**config.mk**
```make
export PLATFORM = sky130hd
export DESIGN_NAME = pulse_train_generator_flat
export DESIGN_NICKNAME = d
export VERILOG_FILES = /design/src/rtl/pulse_train_generator_pkg.sv /design/src/rtl/pulse_train_generator_if.sv /design/src/rtl/pulse_train_generator_phase_counter.sv /design/src/rtl/pulse_train_generator.sv /design/src/flat_wrapper.sv
export SDC_FILE = /design/constraint.sdc
export NUM_CORES = 1
export LEC_CHECK = 0
export CAP_MARGIN = 15
export CORE_ASPECT_RATIO = 0.6
export CORE_MARGIN = 1.5
export CORE_UTILIZATION = 23
export DETAILED_ROUTE_END_ITERATION = 6
export GPL_TIMING_DRIVEN = 0
export HOLD_SLACK_MARGIN = 0.05
export PLACE_DENSITY = 0.48
export SLEW_MARGIN = 20
export SYNTH_ARGS = -nofsm -noshare
export SYNTH_HDL_FRONTEND = slang
export SYNTH_SLANG_ARGS = --single-unit
```
**constraint.sdc**
```tcl
create_clock -name clk -period 3 [get_ports clk]
set_input_delay 0.6 -clock clk [delete_from_list [all_inputs] [get_ports clk]]
set_output_delay 0.6 -clock clk [all_outputs]
set_load 0.01 [all_outputs]
```
**src/rtl/pulse_train_generator_pkg.sv**
```systemverilog
// ============================================================================
// pulse_train_generator_pkg : shared state encoding and default widths
// Revision: 1.0
// ============================================================================
`default_nettype none

package pulse_train_generator_pkg;

  localparam int C_DEF_WIDTH = 8;
  localparam int C_DEF_CNT_W = 8;

  localparam logic [1:0] IDLE = 2'd0;
  localparam logic [1:0] HIGH = 2'd1;
  localparam logic [1:0] LOW  = 2'd2;

  typedef enum logic [1:0] {
    ST_IDLE = IDLE,
    ST_HIGH = HIGH,
    ST_LOW  = LOW
  } state_t;

endpackage

`default_nettype wire

```
**src/rtl/pulse_train_generator_if.sv**
```systemverilog
// ============================================================================
// pulse_train_generator_if : control/status bundle of the pulse train generator
// Revision: 1.0
// ============================================================================
`default_nettype none

interface pulse_train_generator_if
  import pulse_train_generator_pkg::*;
#(
  parameter int WIDTH = C_DEF_WIDTH,
  parameter int CNT_W = C_DEF_CNT_W
);

  logic             start;
  logic             abort;
  logic [WIDTH-1:0] width;
  logic [WIDTH-1:0] gap;
  logic [CNT_W-1:0] count;
  logic             pulse_out;
  logic             busy;
  logic             done;

  modport master (
    output start, abort, width, gap, count,
    input  pulse_out, busy, done
  );

  modport slave (
    input  start, abort, width, gap, count,
    output pulse_out, busy, done
  );

endinterface

`default_nettype wire

```
**src/rtl/pulse_train_generator_phase_counter.sv**
```systemverilog
// ============================================================================
// pulse_phase_counter : loadable down-counter with enable and zero flag
// Revision: 1.0
// ============================================================================
`default_nettype none

module pulse_phase_counter #(
  parameter int WIDTH = 8
) (
  input  wire logic             clk,
  input  wire logic             rst,
  input  wire logic             load,
  input  wire logic             enable,
  input  wire logic [WIDTH-1:0] load_value,
  output      logic             zero
);

  localparam logic [WIDTH-1:0] C_ONE = WIDTH'(1);

  logic [WIDTH-1:0] r_value;

  // Holds at zero rather than wrapping; load takes priority over counting.
  always_ff @(posedge clk or posedge rst) begin
    if (rst) begin
      r_value <= '0;
    end else if (load) begin
      r_value <= load_value;
    end else if (enable && (r_value != '0)) begin
      r_value <= r_value - C_ONE;
    end
  end

  assign zero = (r_value == '0);

endmodule

`default_nettype wire

```
**src/rtl/pulse_train_generator.sv**
```systemverilog
// ============================================================================
// pulse_train_generator : emits count pulses of width cycles separated by gap
// Revision: 1.0
// ============================================================================
`default_nettype none

module pulse_train_generator
  import pulse_train_generator_pkg::*;
#(
  parameter int WIDTH = C_DEF_WIDTH,
  parameter int CNT_W = C_DEF_CNT_W
) (
  input wire logic                 clk,
  input wire logic                 rst,
  pulse_train_generator_if.slave   bus
);

  localparam logic [WIDTH-1:0] C_W_ONE = WIDTH'(1);
  localparam logic [CNT_W-1:0] C_C_ONE = CNT_W'(1);

  state_t           r_state;
  logic [WIDTH-1:0] r_width;
  logic [WIDTH-1:0] r_gap;
  logic [CNT_W-1:0] r_left;
  logic             r_pulse_out;
  logic             r_busy;
  logic             r_done;

  logic             w_accept;
  logic             w_phase_zero;
  logic             w_load;
  logic             w_enable;
  logic [WIDTH-1:0] w_load_value;
  logic [WIDTH-1:0] w_gap_m1;

  assign w_accept = (r_state == ST_IDLE) && bus.start && !bus.abort &&
                    (bus.width != '0) && (bus.count != '0);

  // A zero gap still yields one low cycle so adjacent pulses stay separable.
  assign w_gap_m1 = (r_gap == '0) ? '0 : (r_gap - C_W_ONE);

  always_comb begin
    w_load       = 1'b0;
    w_enable     = 1'b0;
    w_load_value = '0;
    case (r_state)
      ST_IDLE: begin
        if (w_accept) begin
          w_load       = 1'b1;
          w_load_value = bus.width - C_W_ONE;
        end
      end
      ST_HIGH: begin
        if (bus.abort) begin
          w_load = 1'b1;
        end else if (w_phase_zero) begin
          if (r_left != '0) begin
            w_load       = 1'b1;
            w_load_value = w_gap_m1;
          end
        end else begin
          w_enable = 1'b1;
        end
      end
      ST_LOW: begin
        if (bus.abort) begin
          w_load = 1'b1;
        end else if (w_phase_zero) begin
          w_load       = 1'b1;
          w_load_value = r_width - C_W_ONE;
        end else begin
          w_enable = 1'b1;
        end
      end
      default: begin
        w_load = 1'b1;
      end
    endcase
  end

  pulse_phase_counter #(
    .WIDTH (WIDTH)
  ) u_phase_counter (
    .clk        (clk),
    .rst        (rst),
    .load       (w_load),
    .enable     (w_enable),
    .load_value (w_load_value),
    .zero       (w_phase_zero)
  );

  // r_left counts pulses still to come after the one currently being emitted.
  always_ff @(posedge clk or posedge rst) begin
    if (rst) begin
      r_state     <= ST_IDLE;
      r_width     <= '0;
      r_gap       <= '0;
      r_left      <= '0;
      r_pulse_out <= 1'b0;
      r_busy      <= 1'b0;
      r_done      <= 1'b0;
    end else begin
      r_done <= 1'b0;
      case (r_state)
        ST_IDLE: begin
          if (w_accept) begin
            r_width     <= bus.width;
            r_gap       <= bus.gap;
            r_left      <= bus.count - C_C_ONE;
            r_state     <= ST_HIGH;
            r_pulse_out <= 1'b1;
            r_busy      <= 1'b1;
          end
        end
        ST_HIGH: begin
          if (bus.abort) begin
            r_state     <= ST_IDLE;
            r_left      <= '0;
            r_pulse_out <= 1'b0;
            r_busy      <= 1'b0;
          end else if (w_phase_zero) begin
            r_pulse_out <= 1'b0;
            if (r_left != '0) begin
              r_state <= ST_LOW;
            end else begin
              r_state <= ST_IDLE;
              r_busy  <= 1'b0;
              r_done  <= 1'b1;
            end
          end
        end
        ST_LOW: begin
          if (bus.abort) begin
            r_state     <= ST_IDLE;
            r_left      <= '0;
            r_pulse_out <= 1'b0;
            r_busy      <= 1'b0;
          end else if (w_phase_zero) begin
            r_state     <= ST_HIGH;
            r_left      <= r_left - C_C_ONE;
            r_pulse_out <= 1'b1;
          end
        end
        default: begin
          r_state     <= ST_IDLE;
          r_left      <= '0;
          r_pulse_out <= 1'b0;
          r_busy      <= 1'b0;
        end
      endcase
    end
  end

  assign bus.pulse_out = r_pulse_out;
  assign bus.busy      = r_busy;
  assign bus.done      = r_done;

endmodule

`default_nettype wire

```
**src/flat_wrapper.sv**
```systemverilog
// flat-port wrapper written by rule: the top's interface ports become plain ports
module pulse_train_generator_flat import pulse_train_generator_pkg::*;
#(
  parameter int WIDTH = C_DEF_WIDTH,
  parameter int CNT_W = C_DEF_CNT_W
)
  (clk, rst, bus_start, bus_abort, bus_width, bus_gap, bus_count, bus_pulse_out, bus_busy, bus_done);
  pulse_train_generator_if #(.WIDTH(WIDTH), .CNT_W(CNT_W)) bus_i ();
  input wire logic clk;
  input wire logic rst;
  input wire logic [$bits(bus_i.start)-1:0] bus_start;
  input wire logic [$bits(bus_i.abort)-1:0] bus_abort;
  input wire logic [$bits(bus_i.width)-1:0] bus_width;
  input wire logic [$bits(bus_i.gap)-1:0] bus_gap;
  input wire logic [$bits(bus_i.count)-1:0] bus_count;
  output wire logic [$bits(bus_i.pulse_out)-1:0] bus_pulse_out;
  output wire logic [$bits(bus_i.busy)-1:0] bus_busy;
  output wire logic [$bits(bus_i.done)-1:0] bus_done;
  assign bus_i.start = bus_start;
  assign bus_i.abort = bus_abort;
  assign bus_i.width = bus_width;
  assign bus_i.gap = bus_gap;
  assign bus_i.count = bus_count;
  assign bus_pulse_out = bus_i.pulse_out;
  assign bus_busy = bus_i.busy;
  assign bus_done = bus_i.done;
  pulse_train_generator #(.WIDTH(WIDTH), .CNT_W(CNT_W)) u_core (.clk(clk), .rst(rst), .bus(bus_i));
endmodule
```
## Word-level counts from Yosys, hierarchy flattened

Index checks and enable logic that the tools add are counted.

| word-level totals | value |
|---|---|
| register bits after elaboration | 37 |
| input bits | 28 |
| output and inout port bits | 3 |
| logic and storage cells | 88 |

| operators by class | value |
|---|---|
| add/subtract/negate cells | 6 |
| equality and inequality tests | 8 |
| mux-type cells | 47 |
| reductions and logical operators | 19 |

Operator list:

| cell | count |
|---|---|
| two-way mux 8 bit | 13 |
| one-hot mux 8 bit (3 select lines) | 2 |
| subtractor 8 x 1 -> 8 bit (second input constant) | 6 |
| nonzero test 8 bit | 4 |
| two-way mux 1 bit | 22 |
| zero test 8 bit | 2 |
| two-way mux 2 bit | 6 |
| inequality test 3 bit (second input constant) | 3 |
| one-hot mux 1 bit (3 select lines) | 3 |
| one-hot mux 2 bit (3 select lines) | 1 |
| AND reduction 3 bit | 2 |
| logical AND 1 bit | 5 |
| inequality test 2 bit (second input constant) | 2 |
| AND reduction 4 bit | 1 |
| equality test 2 x 1 -> 1 bit (second input constant) | 1 |
| equality test 2 bit (second input constant) | 1 |
| zero test 2 bit | 1 |
| inequality test 2 x 1 -> 1 bit (second input constant) | 1 |
| AND reduction 2 bit | 1 |
| nonzero test 2 bit | 1 |
| OR reduction 2 bit | 1 |
| zero test 1 bit | 1 |

## Longest topological paths before layout

| depth | value |
|---|---|
| word-level depth | 8 |
| depth in mapped cells | 9 |
| mapped depth without buffers | 7 |

## Modules after synthesis

From an unflattened synthesis, not the netlist that was laid out.

| unflattened totals | value |
|---|---|
| cells, all modules | 318 |
| area total of the unflattened synthesis | 2626.3 µm² |

By module, submodules not included:

| module | times used | cells each | area an instance (µm²) | seq. area each (µm²) |
|---|---|---|---|---|
| pulse_train_generator | 1 | 265 | 2130.8 | 725.7 |
| pulse_phase_counter | 1 | 53 | 495.5 | 200.2 |

## Least setup slack after synthesis

OpenSTA, ideal clock, no wires.

| timing path | value |
|---|---|
| kind | input -> register |
| from | in bus_width[3] |
| to | reg u_core.u_phase_counter.r_value[6] |
| library setup time | 87 ps |
| data arrival time | 2317 ps |
| data required time | 2913 ps |
| path slack | 596 ps |
| cell stages on the path | 5 |
| buffers on the path | 0 |
| path through | or4_4 -> o41a_4 -> a221oi_4 -> a21bo_1 -> a211oi_2 |

| on the way | value |
|---|---|
| word-level cells in the longest chain between the ends | 6 |
| elaborated cells on any way between the ends | 10 |
| those cells by class | add/sub: 1; mux: 5; reduce/logical: 4 |

RTL lines:

| what | RTL line | text |
|---|---|---|
| from (decl) | flat_wrapper.sv:13 | `input wire logic [$bits(bus_i.width)-1:0] bus_width;` |
| branches (longest 6 deep; another with subtractor 8 x 1 -> 8 bit) | - |  |
| to (signal assigned) | pulse_train_generator_phase_counter.sv:27 | `r_value <= load_value;` |
| to (signal assigned) | pulse_train_generator_phase_counter.sv:29 | `r_value <= r_value - C_ONE;` |
| to (decl) | pulse_train_generator_phase_counter.sv:20 | `logic [WIDTH-1:0] r_value;` |

Several ways; the timed one is not identified.
A chain may end at the register's enable or synchronous reset.

## Final worst setup path

| timing path | value |
|---|---|
| from | in bus_width[2] |
| to | reg u_core.u_phase_counter.r_value[5] |

Same word-level chain as after synthesis.

==> results.json <==
{
  "critPathBufInv": 1,
  "min_period_ps": 2810,
  "worstMarginPinSlew_ps": 881,
  "synth_xor_area_share_pct": 6.84,
  "ctsHoldBuffers": 0,
  "ys_seq_area_share_pct": 32.9,
  "p_leak_nw": 1.45,
  "overflow": 0,
  "outcome": "complete, no violations",
  "yosys_register_bits": 37,
  "synthSimpleGateAreaFrac_pct": 24.9,
  "final_max_slew_viol_count": 0,
  "async_flop_share_pct": 100,
  "drt_iter0_markers": 151,
  "antenna_found_initial": 0,
  "max_slew_margin_pct": 40.7,
  "hold-worst-slack_ps": 515,
  "row_count": 31,
  "synthCells": 331,
  "synth_compound_area_share_pct": 22.5,
  "post-dp-hpwl_um": 6280,
  "syn_to_final_growth_pct": 24.8,
  "maxCapViolCount": 0,
  "setup.worst_path.start": "bus_width[2]",
  "setup_viol": 0,
  "yosys-top-cells-count": "nand2_1, dfrtp_1, inv_1",
  "yosysMostFrequentCell": "nand2_1",
  "power.total_mw": 3.58,
  "startpoint_type": "input port",
  "finalHoldViolCount": 0,
  "fin_ws_ps": 194,
  "cp_slowest_cell": "or4_4",
  "grt_pass1_wl_um": 13200,
  "clockBufferDepth": 2,
  "cp_data_arrival_time_ps": 2950,
  "critPathTopFamily": "compound AO/OA/AOI/OAI gates",
  "worstSkewPairLatency_ps": 280,
  "gr-usage-all-layers_pct": 13.2,
  "vias": 2555,
  "postCtsSetupRepairBufs": 0,
  "synth.area.top_cells": "dfrtp_1, nand2_1, ha_1",
  "tns_ps": 0,
  "grt_pass1_vias": 2455,
  "gp_congestion": 0.827,
  "initial_core_util_pct": 23.5,
  "vdd_drop_max_uv": 308,
  "critPathCaptureType": "flip-flop",
  "ant_nets": 0,
  "synth_top_cell_area_share_pct": 32.9,
  "die_h_um": 88.7,
  "design.core.area_sq_mm": 0.0120,
  "viasPerCell": 4.78,
  "synth_top_family_by_area": "simple AND/OR/NAND/NOR gates",
  "synth.mux.area_fraction_pct": 1.95,
  "ys_warn_count": 0,
  "synth_fa_ha_area_share_pct": 6.66,
  "hold_start": "u_core.bus.pulse_out$_DFFE_PP0P_",
  "synth_flop_cell": "dfrtp_1",
  "die-area_sq_mm": 0.0129,
  "drive_gt1_share_pct": 7.05,
  "drt_wl_total_um": 7940,
  "drc": 0,
  "cpPeakStageDelay_ps": 590,
  "clk_pin_slew_ps": 60,
  "layout.nets": 411,
  "power_density_mw_per_mm2": 1020,
  "fp.dieW_um": 146,
  "final_util_pct": 29.3,
  "syn_area_per_cell_sq_um": 8.51,
  "cts_tree": "done",
  "synth.distinct_cells": 60,
  "root_buffer": "clkbuf_16",
  "min_path_type": "reg2reg",
  "pin_count": 31,
  "required_ps": 3140,
  "path_cells": "clkdlybuf4s50_1, or4_4, o41ai_2, nor2_1, a222oi_1, o22ai_1",
  "drtPass1Iterations": 4,
  "grt_max_degree": 31,
  "criticalPathCategory": "in2reg",
  "wl_per_cell_um": 14.9,
  "fmax_mhz": 356,
  "rsz0062_at_grt": "false",
  "antenna_cells": 0,
  "io_buffers": 29,
  "numCtsBuffers": 5,
  "worst_r2r_startpoint": "u_core.u_phase_counter.r_value[0]$_DFFE_PP0P_",
  "cts_sinks": 37,
  "cts_max_level": 2,
  "syn_area_sq_mm": 0.00282,
  "fin_skew_ps": 6.25,
  "syn_nets": 374,
  "dpl_worst_slack_ps": -94.2,
  "cp_max_fo": 6,
  "yosysTopAreaCell": "dfrtp_1",
  "fin_crit_sh_pct": 93.5,
  "synth-edff-count": 0
}
-- where the power goes --
part | leakage, nW | switching [mW] | internal [mW] | total, mW
combinational | 0.892 | 1.15 | 0.804 | 1.96
sequential | 0.472 | 0.258 | 0.732 | 0.989
clock | 0.0831 | 0.214 | 0.415 | 0.628
-- metrics by stage --
| step | area, sq um | instances |
|---|---|---|
| floorplan | 2820 | 331 |
| global placement | 3310 | 525 |
| detailed placement | 3330 | 526 |
| CTS | 3510 | 534 |
| global route | 3520 | 534 |
| finish | 3520 | 534 |
-- cell families (layout without fill, tap and decap cells) --
group / after synthesis / count (layout)
simple gates: 139 / 139
buf+inv: 32 / 70
fa+ha+maj: 15 / 15
xor+xnor: 22 / 22
mux: 5 / 5
flops: 37 / 37
compound gates: 81 / 81
-- final cells by class --
| cell class | instances | area (sq um) |
|---|---|---|
| Buffer | 11 | 41.3 |
| Clock buffer | 6 | 139 |
| Clock inverter | 2 | 37.5 |
| Fill cell | 1292 | 8470 |
| Inverter | 21 | 78.8 |
| Multi-Input combinational cell | 262 | 1780 |
| Sequential cell | 37 | 926 |
| Tap cell | 165 | 206 |
| Timing Repair Buffer | 30 | 310 |
-- worst reg2reg max path, cell delays in order, from the launching register on --
cell,delay [ps]
dfrtp_1,410
inv_1,90
ha_1,190
or3b_2,440
buf_1,210
o21ai_0,190
a21oi_1,250
or3_1,530
o21ai_0,240
-- cell usage in the layout, fill, tap and decap left out, types with 3 or more instances in the layout --
master           count
or3_1                7
xnor2_1             11
o22ai_1              4
clkbuf_16            5
clkbuf_1            10
nand3_1              3
o31ai_1              8
clkdlybuf4s50_1     29
a21oi_1             13
nor3b_1              8
xor2_1              11
dfrtp_1             37
ha_1                15
o32a_1               3
o21ai_0             16
nor3_1              11
nand2_1             57
or4_1                4
a32oi_1              4
a211oi_1             5
a31oi_1              3
nor4_1               8
mux2_2               4
inv_1               20
nor2_1              19
and2_1               3
-- repair_timing --
action	4_1_cts	5_1_grt
endpoints found under the setup margin	0	12
gates resized for setup	0	1
endpoints found under the hold margin	0	0
-- metal layers --
metal | part of all wire (%) | GRT usage, %
met5 | 0 | 0
met4 | 0.82 | 3.15
met3 | 4.3 | 2.22
met2 | 38 | 18.7
met1 | 57 | 20.3
-- flip-flops by register name, summed over array words and instances (netlist names) --
signal	count
u_core.r_gap	8
u_core.r_left	8
u_core.r_width	8
u_core.u_phase_counter.r_value	8
u_core.r_state	2
u_core.bus.busy	1
u_core.bus.done	1
u_core.bus.pulse_out	1
-- path summary, 6_finish.rpt --
| check | end | slack, ps | cells after the start |
|---|---|---|---|
| min in group asynchronous | u_core.bus.done$_DFF_PP0_ | 540 | 2 |
| worst min register to register | u_core.bus.pulse_out$_DFFE_PP0P_ | 510 | 1 |
| max in group asynchronous | u_core.u_phase_counter.r_value[7]$_DFFE_PP0P_ | 2040 | 3 |
| worst max register to register | u_core.r_left[4]$_DFFE_PP0P_ | 360 | 8 |
| worst min-delay path | u_core.bus.pulse_out$_DFFE_PP0P_ | 510 | 1 |
| worst max-delay path | u_core.u_phase_counter.r_value[5]$_DFFE_PP0P_ | 190 | 6 |
Note: power is estimated with default switching activity, not from simulation.
